[config.mk]
export PLATFORM = sky130hd
export DESIGN_NAME = la_sdcmd
export DESIGN_NICKNAME = d
export VERILOG_FILES = /design/src/rtl/la_sdcmd.sv
export SDC_FILE = /design/constraint.sdc
export NUM_CORES = 1
export LEC_CHECK = 0
export ABC_AREA = 1
export CAP_MARGIN = 20
export CORE_MARGIN = 10
export CORE_UTILIZATION = 50
export CTS_BUF_LIST = sky130_fd_sc_hd__clkbuf_2 sky130_fd_sc_hd__clkbuf_4 sky130_fd_sc_hd__clkbuf_8
export DETAILED_ROUTE_END_ITERATION = 10
export GPL_ROUTABILITY_DRIVEN = 0
export PLACE_DENSITY = 0.8
export SLEW_MARGIN = 40
export SYNTH_ARGS = -nofsm -noshare
export SYNTH_HDL_FRONTEND = slang
export SYNTH_SLANG_ARGS = --single-unit
[constraint.sdc]
create_clock -name clk -period 3 [get_ports clk]
set_input_delay 0.3 -clock clk [delete_from_list [all_inputs] [get_ports clk]]
set_output_delay 0.3 -clock clk [all_outputs]
set_load 0.005 [all_outputs]
[src/rtl/la_sdcmd.sv]
// SD card CMD-line engine: serialises a 48-bit command frame with CRC7 on sd_tick,
// then waits for and deserialises a 48/136-bit response with timeout and end/CRC checks.
module la_sdcmd #(
  parameter string TARGET  = "DEFAULT",
  parameter int    TIMEOUT = 64
) (
  input  logic         clk,
  input  logic         nreset,
  input  logic         sd_tick,
  input  logic         cmd_valid,
  output logic         cmd_ready,
  input  logic [5:0]   cmd_index,
  input  logic [31:0]  cmd_arg,
  input  logic [1:0]   cmd_rtype,
  output logic         resp_valid,
  output logic [5:0]   resp_index,
  output logic [127:0] resp_data,
  output logic         resp_crc_err,
  output logic         resp_timeout,
  input  logic         sd_cmd_in,
  output logic         sd_cmd_out,
  output logic         sd_cmd_oe
);

  typedef enum logic [2:0] {IDLE, SEND, WAIT, RECV, GAP} state_e;

  localparam logic [9:0] TO_LAST = 10'(TIMEOUT - 1);

  // TARGET is reserved for technology-specific cell mapping; no logic depends on it.
  if (TARGET == "") begin : g_no_target
  end

  state_e         state_q, state_d;
  logic [47:0]    frame_q, frame_d;
  logic [1:0]     rtype_q, rtype_d;
  logic [9:0]     cnt_q, cnt_d;
  logic [126:0]   rx_q, rx_d;
  logic           rvalid_q, rvalid_d;
  logic [5:0]     ridx_q, ridx_d;
  logic [127:0]   rdata_q, rdata_d;
  logic           rcrc_q, rcrc_d;
  logic           rto_q, rto_d;

  logic [39:0]    tx_body;
  logic [46:0]    rx47;
  logic [127:0]   rx128;

  function automatic logic [6:0] crc7(input logic [39:0] d);
    logic [6:0] c;
    logic       fb;
    c = '0;
    for (int i = 39; i >= 0; i--) begin
      fb = d[i] ^ c[6];
      c  = {c[5:0], 1'b0} ^ {3'b000, fb, 2'b00, fb};
    end
    return c;
  endfunction

  assign tx_body = {2'b01, cmd_index, cmd_arg};
  // Views of the received frame including the bit arriving on this tick (start bit excluded).
  assign rx47    = {rx_q[45:0], sd_cmd_in};
  assign rx128   = {rx_q, sd_cmd_in};

  always_comb begin
    state_d  = state_q;
    frame_d  = frame_q;
    rtype_d  = rtype_q;
    cnt_d    = cnt_q;
    rx_d     = rx_q;
    rvalid_d = 1'b0;
    ridx_d   = ridx_q;
    rdata_d  = rdata_q;
    rcrc_d   = rcrc_q;
    rto_d    = rto_q;
    case (state_q)
      IDLE: begin
        if (cmd_valid) begin
          frame_d = {tx_body, crc7(tx_body), 1'b1};
          rtype_d = cmd_rtype;
          cnt_d   = 10'd47;
          state_d = SEND;
        end
      end
      SEND: begin
        if (sd_tick) begin
          frame_d = {frame_q[46:0], 1'b1};
          if (cnt_q == 10'd0) begin
            if (rtype_q == 2'd0) begin
              state_d  = GAP;
              rvalid_d = 1'b1;
              ridx_d   = '0;
              rdata_d  = '0;
              rcrc_d   = 1'b0;
              rto_d    = 1'b0;
            end else begin
              state_d = WAIT;
            end
          end else begin
            cnt_d = cnt_q - 10'd1;
          end
        end
      end
      WAIT: begin
        if (sd_tick) begin
          if (!sd_cmd_in) begin
            state_d = RECV;
            cnt_d   = (rtype_q == 2'd2) ? 10'd134 : 10'd46;
          end else if (cnt_q == TO_LAST) begin
            state_d  = GAP;
            cnt_d    = '0;
            rvalid_d = 1'b1;
            ridx_d   = '0;
            rdata_d  = '0;
            rcrc_d   = 1'b0;
            rto_d    = 1'b1;
          end else begin
            cnt_d = cnt_q + 10'd1;
          end
        end
      end
      RECV: begin
        if (sd_tick) begin
          rx_d = {rx_q[125:0], sd_cmd_in};
          if (cnt_q == 10'd0) begin
            state_d  = GAP;
            rvalid_d = 1'b1;
            rto_d    = 1'b0;
            if (rtype_q == 2'd2) begin
              ridx_d  = '0;
              rdata_d = rx128;
              rcrc_d  = ~sd_cmd_in;
            end else begin
              // Leading start bit is 0, so it is re-inserted for the 40-bit CRC span.
              ridx_d  = rx47[45:40];
              rdata_d = {96'b0, rx47[39:8]};
              rcrc_d  = ~rx47[0] |
                        ((rtype_q == 2'd1) && (rx47[7:1] != crc7({1'b0, rx47[46:8]})));
            end
          end else begin
            cnt_d = cnt_q - 10'd1;
          end
        end
      end
      GAP: begin
        if (sd_tick) begin
          if (cnt_q == 10'd7) begin
            state_d = IDLE;
            cnt_d   = '0;
          end else begin
            cnt_d = cnt_q + 10'd1;
          end
        end
      end
      default: state_d = IDLE;
    endcase
  end

  always_ff @(posedge clk) begin
    if (!nreset) begin
      state_q  <= IDLE;
      frame_q  <= '1;
      rtype_q  <= '0;
      cnt_q    <= '0;
      rx_q     <= '0;
      rvalid_q <= 1'b0;
      ridx_q   <= '0;
      rdata_q  <= '0;
      rcrc_q   <= 1'b0;
      rto_q    <= 1'b0;
    end else begin
      state_q  <= state_d;
      frame_q  <= frame_d;
      rtype_q  <= rtype_d;
      cnt_q    <= cnt_d;
      rx_q     <= rx_d;
      rvalid_q <= rvalid_d;
      ridx_q   <= ridx_d;
      rdata_q  <= rdata_d;
      rcrc_q   <= rcrc_d;
      rto_q    <= rto_d;
    end
  end

  assign cmd_ready    = (state_q == IDLE);
  assign sd_cmd_oe    = (state_q == SEND);
  assign sd_cmd_out   = sd_cmd_oe ? frame_q[47] : 1'b1;
  assign resp_valid   = rvalid_q;
  assign resp_index   = ridx_q;
  assign resp_data    = rdata_q;
  assign resp_crc_err = rcrc_q;
  assign resp_timeout = rto_q;

endmodule

Yosys cells after proc, flatten, opt, wreduce, memory -nomap -nowiden:

Index checks and enable logic that the tools add are counted.

* output and inout bits: 140
* bits in registers: 327
* logic and storage cells: 270

* multiplexer cells: 71
* bitwise gates (word level): 150
* add/sub/neg operators: 2
* reduce and logical (&&, ||, !) cells: 14
* equality and inequality tests: 23

Operator list (count)
* 128-bit two-way mux: 9
* 7-bit by 4-bit bitwise XOR with 7-bit output: 72
* 128-bit one-hot mux with 3 select lines: 1
* 48-bit two-way mux: 2
* 48-bit one-hot mux with 2 select lines: 1
* 10-bit two-way mux: 8
* 1-bit bitwise XOR: 70
* 6-bit two-way mux: 9
* 10-bit one-hot mux with 4 select lines: 1
* 3-bit two-way mux: 11
* 1-bit two-way mux: 23
* 2-bit inequality test, second input constant: 10
* 6-bit one-hot mux with 3 select lines: 1
* 9-bit AND reduction: 2
* 3-bit one-hot mux with 5 select lines: 1
* 6-bit by 4-bit bitwise XOR with 6-bit output: 2
* 10-bit by 1-bit adder with 10-bit output, second input constant: 1
* 10-bit by 3-bit == test with 1-bit output, second input constant: 1
* 10-bit by 6-bit == test with 1-bit output, second input constant: 1
* 10-bit logical NOT: 1
* 10-bit by 1-bit subtractor with 10-bit output, second input constant: 1
* 1-bit one-hot mux with 3 select lines: 3
* 8-bit two-way mux: 1
* 7-bit inequality test: 1
* other kinds (21): 27

Logic depth before layout (Yosys ltp):

Gate-level depths: netlist of the first run.

* depth in word-level cells: 80
* depth in mapped cells: 32
* mapped depth without buffers: 31

Worst setup path after synthesis of the first run:

OpenSTA, ideal clock, no wires.

* kind: flip-flop to flip-flop
* start point: register rx_q[45]
* end point: register rcrc_q, in the netlist resp_crc_err
* data arrival time: 2.391 ns
* cell stages (with the launch flop): 31
* setup slack: 0.476 ns
* clock period less this slack: 2.524 ns
* buffers on the path: 1
* cells stage by stage: dfxtp_1 -> buf_2 -> inv_1 -> nand2_1 -> nand2_1 -> nor2_1 -> inv_1 -> nand2_1 -> nand3_1 -> nand2_1 -> nand2_1 -> nand2_1 -> nand2_1 -> nand2_1 -> nand2_1 -> nand2_1 -> nand2_1 -> nand2_1 -> nand3_1 -> nand2_1 -> inv_1 -> nand2_1 -> nand2_1 -> nand2_1 -> nand2_1 -> nor2_1 -> nand3_1 -> nand2_1 -> nand2_1 -> nand2_1 -> a21oi_1

* cells in the longest elaborated chain, start to end: 54
* elaborated cells between the ends (all ways): 74
* those cells by class: 1 x eq/ne; 4 x mux; 68 x bitwise; 1 x reduce/logical

RTL lines
* start, declared: RTL line 37 `logic [126:0] rx_q, rx_d;`
* start signal, assigned: RTL line 175 `rx_q <= rx_d;`
* 5-bit by 4-bit bitwise XOR with 5-bit output (*): RTL line 54 `c = {c[5:0], 1'b0} ^ {3'b000, fb, 2'b00, fb};`
* 6-bit by 4-bit bitwise XOR with 6-bit output (*): RTL line 54
* 7-bit by 4-bit bitwise XOR with 7-bit output (*): RTL line 54
* 1-bit bitwise XOR: RTL line 53 `fb = d[i] ^ c[6];`
* 7-bit by 4-bit bitwise XOR with 7-bit output (*) (4 in a row): RTL line 54
* 1-bit bitwise XOR: RTL line 53
* 7-bit by 4-bit bitwise XOR with 7-bit output (*) (4 in a row): RTL line 54
* 1-bit bitwise XOR: RTL line 53
* [30 not listed]
* 7-bit by 4-bit bitwise XOR with 7-bit output (*) (3 in a row): RTL line 54
* 7-bit inequality test (*): RTL line 137 `((rtype_q == 2'd1) && (rx47[7:1] != crc7({1'b0, rx47[46:8]})));`
* 1-bit logical AND (*): RTL line 137
* 1-bit OR (*): RTL line 136 `rcrc_d = ~rx47[0] |`
* 1-bit two-way mux (*): RTL line 128 `if (rtype_q == 2'd2) begin`
* 1-bit two-way mux (*): RTL line 124 `if (cnt_q == 10'd0) begin`
* 1-bit two-way mux (*): RTL line 122 `if (sd_tick) begin`
* 1-bit one-hot mux with 3 select lines (*): RTL line 75 `case (state_q)`
* end signal, assigned: RTL line 179 `rcrc_q <= rcrc_d;`
* end, declared: RTL line 41 `logic rcrc_q, rcrc_d;`

Every way passes the cells marked *; elsewhere a longest branch is shown, timed or not. The select of a mux whose other input is x is not followed.
A chain may end at the register's enable or synchronous reset.

Worst setup path after layout of the first run:

* start point: register rx_q[37]
* end point: register rcrc_q, in the netlist resp_crc_err

* cells in the longest elaborated chain, start to end: 46
* elaborated cells between the ends (all ways): 60
* those cells by class: 1 x eq/ne; 4 x mux; 54 x bitwise; 1 x reduce/logical

RTL lines (RTL line)
* 1-bit bitwise XOR (*): 53
* 7-bit by 4-bit bitwise XOR with 7-bit output (*) (4 in a row): 54
* 1-bit bitwise XOR: 53
* 7-bit by 4-bit bitwise XOR with 7-bit output (*) (4 in a row): 54
* 1-bit bitwise XOR: 53
* 7-bit by 4-bit bitwise XOR with 7-bit output (*) (4 in a row): 54
* 1-bit bitwise XOR: 53
* 7-bit by 4-bit bitwise XOR with 7-bit output (*) (4 in a row): 54
* [16 not listed]
* 7-bit by 4-bit bitwise XOR with 7-bit output (*) (3 in a row): 54
* 7-bit inequality test (*): 137
* 1-bit logical AND (*): 137
* 1-bit OR (*): 136
* 1-bit two-way mux (*): 128
* 1-bit two-way mux (*): 124
* 1-bit two-way mux (*): 122
* 1-bit one-hot mux with 3 select lines (*): 75

Marked as above.

==> results of run 1 <==
-- layer usage --
layer  up-vias  part of all wire [%]
met4         0                   3.6
met2       607                    48
li1       7377                     -
met3       142                   7.0
met1      7025                    41
met5         -                     0
-- registers in the layout (all words and copies together) (netlist names) --
name	cells
resp_index	6
rtype_q	2
frame_q	47
resp_crc_err	1
rx_q	127
resp_valid	1
resp_data	128
resp_timeout	1
state_q	3
cnt_q	10
-- worst max-delay path by stage --
stage / start / to / cells past startpoint
finish: rx_q[37]$_SDFFE_PN0P_ / resp_crc_err$_SDFFE_PN0P_ / 29
global route: rx_q[37]$_SDFFE_PN0P_ / resp_crc_err$_SDFFE_PN0P_ / 29
CTS: rx_q[41]$_SDFFE_PN0P_ / resp_crc_err$_SDFFE_PN0P_ / 24
detailed placement: cmd_index[4] / frame_q[5]$_SDFFE_PN1P_ / 18
global placement: cmd_index[4] / frame_q[4]$_SDFFE_PN1P_ / 23
floorplan: rx_q[45]$_SDFFE_PN0P_ / resp_crc_err$_SDFFE_PN0P_ / 30
-- power groups by stage --
| stage | sequential (mW) | clock (mW) | combinational (mW) |
|---|---|---|---|
| after floorplan | 5.05 | 0 | 5.70 |
| after CTS | 5.06 | 4.23 | 7.38 |
| after detailed placement | 5.15 | 0 | 7.35 |
| after global routing | 5.13 | 4.43 | 9.98 |
| final | 5.08 | 4.15 | 8.94 |
| after global placement | 5.13 | 0 | 7.07 |
-- layout by cell type, fill, tap and decap left out, types with 18 or more instances in the layout --
master / netlist / layout
nand2_1: 702 / 591
dfxtp_1: 326 / 310
a21oi_1: 289 / 288
nand3_1: 235 / 203
clkdlybuf4s50_1: 0 / 181
inv_1: 142 / 129
nand2_2: 5 / 92
o21ai_0: 73 / 73
o211ai_1: 70 / 70
clkbuf_8: 0 / 66
nor2_1: 57 / 47
buf_4: 3 / 38
nand3_2: 1 / 26
nand2_4: 0 / 24
xor2_1: 21 / 19
or2_2: 18 / 18
-- logic make-up (layout without fill, tap and decap cells) --
group	count (synthesis)	count (layout)	share of synthesized area [%]
compound gates	455	455	16.8
xor+xnor	46	46	3.24
fa+ha+maj	3	3	0.251
buf+inv	279	476	7.19
flops	326	326	43.6
simple gates	1039	1039	28.9
-- critical path: cells and delay by family, from the launching register on --
family          cells  cell delay, ns
buf+inv             4            0.26
flops               1            0.37
simple gates       24            2.14
compound gates      1            0.06
-- per-stage QoR --
step / total power, mW / hold slack [ns] / area [sq um]
5_1_grt: 19.5 / 0.128 / 19200
4_1_cts: 16.7 / 0.108 / 18400
6_report: 18.2 / 0.152 / 19200
3_5_place_dp: 12.5 / 0.443 / 17200
3_3_place_gp: 12.2 / 0.436 / 17200
2_1_floorplan: 10.8 / 0.421 / 15000
-- cell type report --
class	count	area [sq um]	area share [%]
Tap cell	390	488	2.54
Timing Repair Buffer	232	2290	11.9
Inverter	147	564	2.94
Multi-Input combinational cell	1543	8120	42.3
Clock buffer	79	1010	5.24
Sequential cell	326	6560	34.2
Clock inverter	18	161	0.841
-- repair_timing --
item,CTS,global route
gates resized for setup,1,229
cloned,0,0
pin swaps,0,57
setup buffers,0,6
endpoints found under the setup margin,1,8
==> impl_metrics.toml, run 1 <==
[synthesis]
ys.warnings.count = 0
ys_seq_area_share_pct = 43.6
yosys.area.top_type = "dfxtp_1"
syn_nets = 2196
synthArstFlopShare_pct = 0
ys_ff_latch = 326
ys.flop_type = "dfxtp_1"
syn_area_per_cell_sq_um = 6.97
synth_cell_types = 42
synth_edf_count = 0
synth.area.top_cells = "dfxtp_1 (44%), nand2_1 (18%), a21oi_1 (9.7%), nand3_1 (7.9%), inv_1 (3.6%)"
synth_commonest_cells = "nand2_1 (702), dfxtp_1 (326), a21oi_1 (289), nand3_1 (235), inv_1 (142)"
yosysTopAreaCellShare_pct = 43.6
synth_cells = 2148
synth_most_common_cell = "nand2_1"
syn_area_sq_um = 15000

[global_route]
grt_pass1_vias = 13900
groute.usage.overall_pct = 21.3
grt.met3_usage_pct = 4.06
antenna_found_initial = 0
top_usage_layer = "met2"
globalRouteMet2Util_pct = 35.4
met1_usage_pct = 26.9
grt_pass1_wl_um = 67500
grt_overflow = 0
grt_max_degree = 174

[timing]
rsz0062_at_grt = "true"
setup_viol_count_final = 0
slew_viol_final = 0
finalHoldViolCount = 0
fmaxAchievable_ghz = 0.335
fin_crit_sh_pct = 99.5
setup_slack_ns = 0.0154
slew-limit-headroom_pct = 51.2
fin_skew_ns = 0.0371
tightest_slew_ns = 0.731
setup_tns_ns = 0
min_period_ns = 2.98

[die]
dieHeight_um = 193
dieWidth_um = 193
start_util_pct = 50.7
die_area_sq_um = 37300
coreArea_sq_um = 29600
rows = 63
io_pins = 185

[pwr]
seqPwrFrac_pct = 28.0
p_sw_mw = 7.90
clkPwrFrac_pct = 22.8
swShare_pct = 43.5
pwr-share-comb_pct = 49.2
p_leak_nw = 7.39
powerDensity_nw_per_um2 = 947
p_int_mw = 10.3
peakVddDrop_mv = 0.679

[worst_hold_path]
hp-start = "sd_tick"
hold-path-endpoint = "rx_q[118]$_SDFFE_PN0P_"
hold-path-cell-count = 3
hp-class = "in2reg"

[finish]
final.fill_count = 2518
insertedDiodeCount = 0
synthToLayoutAreaGrowth_pct = 28.1
final_nets = 2350
drive_gt1_share_pct = 16.3
post-route-util_pct = 64.9
fin_cells = 2735

[drt]
ant_nets = 0
routedWlPerCell_um = 15.9
drt_wl_total_um = 43600
drt-initial-drc-count = 1226
dr.pass1.iters = 6
route.detailed.drc = 0
vias = 15200
vias_per_cell = 5.54

[worst_setup_path]
required_ns = 3.46
timing.rr.start = "rx_q[37]$_SDFFE_PN0P_"
cpPeakStageDelay_ns = 0.37
r2r_end = "resp_crc_err$_SDFFE_PN0P_"
worstPathMaxFanout = 4
ff2ff_path_depth = 29
critPathMostFrequentCell = "nand2_1"
critical_path_class = "reg2reg"
startpoint_type = "flip-flop"
r2r_slack_ns = 0.02
cpMaxStageDelayCell = "dfxtp_4"
end_kind = "flip-flop"
crit_arrival_ns = 3.44

[clock_tree]
cts_tree = "yes"
cts.sinks = 326
clock-root-buffer = "clkbuf_8"
htreeDepth = 2
cts_hold_buf = 0
cts_buffer_depth = 3
numCtsBuffers = 52
clk_pin_slew_ns = 0.06
insertion_delay_ns = 0.61

[placed_design]
post-place-ws_ns = -0.318
io_buffers = 184
hpwl_um = 27500
dp_cells = 2631

[outcome]
status = "complete, no violations"

[run]
drv_cap = 0
Power figures use the tool's default switching activity.
==> run 2, diff against run 1 <==
--- a/config.mk
+++ b/config.mk
@@ -12,6 +12,7 @@
 export CTS_BUF_LIST = sky130_fd_sc_hd__clkbuf_2 sky130_fd_sc_hd__clkbuf_4 sky130_fd_sc_hd__clkbuf_8
 export DETAILED_ROUTE_END_ITERATION = 10
 export GPL_ROUTABILITY_DRIVEN = 0
+export MAX_ROUTING_LAYER = met4
 export PLACE_DENSITY = 0.8
 export SLEW_MARGIN = 40
 export SYNTH_ARGS = -nofsm -noshare
==> run 2 against run 1 <==
Net effect:
- via count decreased by 1.3%
- utilization down 0.072 points
- hold slack lost 0.0017 ns
- cell count about the same
- die area did not move
- routed wire length decreased by 1.7%
- clock-buffer cell count unchanged
- fmax up 2.3%
- sequential power about the same
- clock skew shrank 0.0022 ns
- final area down 0.11%
- critical path type unchanged
- highest routed layer unchanged
==> impl_metrics.toml, run 2 (same netlist as run 1, synthesis figures left out) <==
[die]
die_area_sq_um = 37300
io_pins = 185
start_util_pct = 50.7
coreArea_sq_um = 29600
dieHeight_um = 193
dieWidth_um = 193
rows = 63

[timing]
fin_skew_ns = 0.0349
min_period_ns = 2.92
finalHoldViolCount = 0
fmaxAchievable_ghz = 0.343
slew_viol_final = 0
setup_tns_ns = 0
fin_crit_sh_pct = 97.3
slew-limit-headroom_pct = 52.0
tightest_slew_ns = 0.719
rsz0062_at_grt = "true"
setup_viol_count_final = 0
setup_slack_ns = 0.0815

[clock_tree]
numCtsBuffers = 52
cts_tree = "yes"
clock-root-buffer = "clkbuf_8"
clk_pin_slew_ns = 0.06
cts.sinks = 326
cts_buffer_depth = 3
htreeDepth = 2
cts_hold_buf = 0
insertion_delay_ns = 0.61

[placed_design]
post-place-ws_ns = -0.318
dp_cells = 2631
io_buffers = 184
hpwl_um = 27500
placed_area_sq_um = 17200

[finish]
final_common_cell = "nand2_1"
fin_cells = 2734
synthToLayoutAreaGrowth_pct = 28.0
final_cell_area_sq_um = 19200
layout_common_cells = "nand2_1 (594), dfxtp_1 (311), a21oi_1 (288)"
final_nets = 2349
insertedDiodeCount = 0
drive_gt1_share_pct = 16.3
largest_reg_flops = 128

[drt]
route.detailed.drc = 0
dr.pass1.iters = 5
vias = 15000
routedWlPerCell_um = 15.7
ant_nets = 0
drt_wl_total_um = 42900
vias_per_cell = 5.47
drt-initial-drc-count = 1184

[global_route]
met1_usage_pct = 27.2
grt_max_degree = 174
grt_pass1_wl_um = 67400
grt.met3_usage_pct = 3.45
top_usage_layer = "met2"
globalRouteMet2Util_pct = 35.5
antenna_found_initial = 0
grt_overflow = 0
groute.usage.overall_pct = 21.9
grt_pass1_vias = 13900

[pwr]
p_leak_nw = 7.38
peakVddDrop_mv = 0.655
powerDensity_nw_per_um2 = 946

[worst_setup_path]
end_kind = "flip-flop"
ff2ff_path_depth = 29
cpMaxStageDelayCell = "dfxtp_4"
crit_arrival_ns = 3.37
critical_path_class = "reg2reg"
startpoint_type = "flip-flop"
cpPeakStageDelay_ns = 0.44
critPathMostFrequentCell = "nand2_1"
worstPathMaxFanout = 7
r2r_slack_ns = 0.08
crit_path_start = "rx_q[43]$_SDFFE_PN0P_"
required_ns = 3.46
r2r_end = "resp_crc_err$_SDFFE_PN0P_"
timing.rr.start = "rx_q[43]$_SDFFE_PN0P_"

[outcome]
status = "complete, no violations"

[worst_hold_path]
hold-path-endpoint = "rx_q[118]$_SDFFE_PN0P_"
hp-class = "in2reg"
hp-start = "sd_tick"
hold-path-cell-count = 3

[run]
drv_cap = 0
## run 2: where the power goes
| group | switching (mW) | internal, mW |
|---|---|---|
| Clock | 1.79 | 2.34 |
| Sequential | 0.316 | 4.77 |
| Combinational | 5.74 | 3.17 |
## run 2: worst max-delay path, delay by kind of cell (launching register included)
family	cells	cell delay, ns
AOI/OAI and AO/OA	1	0.06
buffers and inverters	3	0.16
DFF	1	0.44
and+or+nand+nor	25	2.11
## run 2: layout make-up
cell class | count | area [sq um]
Clock buffer | 79 | 1010
Clock inverter | 18 | 161
Fill cell | 2513 | 10400
Inverter | 147 | 567
Multi-Input combinational cell | 1543 | 8110
Sequential cell | 326 | 6560
Tap cell | 390 | 488
Timing Repair Buffer | 231 | 2280
## run 2: what timing repair did
item | CTS | global route
pin swaps | 0 | 58
setup endpoints to repair | 1 | 8
resized for setup | 1 | 227
buffers inserted | 0 | 5
gates cloned | 0 | 0
## run 2: how the worst max path moves through the flow
stage / to / slack (ns) / depth (start not counted)
after detailed placement: frame_q[5]$_SDFFE_PN1P_ / -0.32 / 18
after global placement: frame_q[4]$_SDFFE_PN1P_ / -0.21 / 23
after global routing: resp_crc_err$_SDFFE_PN0P_ / -0.21 / 30
final: resp_crc_err$_SDFFE_PN0P_ / 0.08 / 29
after CTS: resp_crc_err$_SDFFE_PN0P_ / 0.01 / 24
after floorplan: resp_crc_err$_SDFFE_PN0P_ / 0.48 / 30
## run 2: through the flow
step	power (mW)	hold WS [ns]	utilization [%]
2_1_floorplan	10.8	0.421	-
3_3_place_gp	12.2	0.436	58.2
3_5_place_dp	12.5	0.443	58.2
4_1_cts	16.7	0.108	62.1
5_1_grt	19.5	0.128	64.8
6_report	18.1	0.151	64.8
## run 2: metal layers
metal / vias up / wire, um
met3: 101 / 2580
li1: 7381 / -
met4: 0 / 1320
met1: 6948 / 18200
met5: - / 0
met2: 531 / 20700
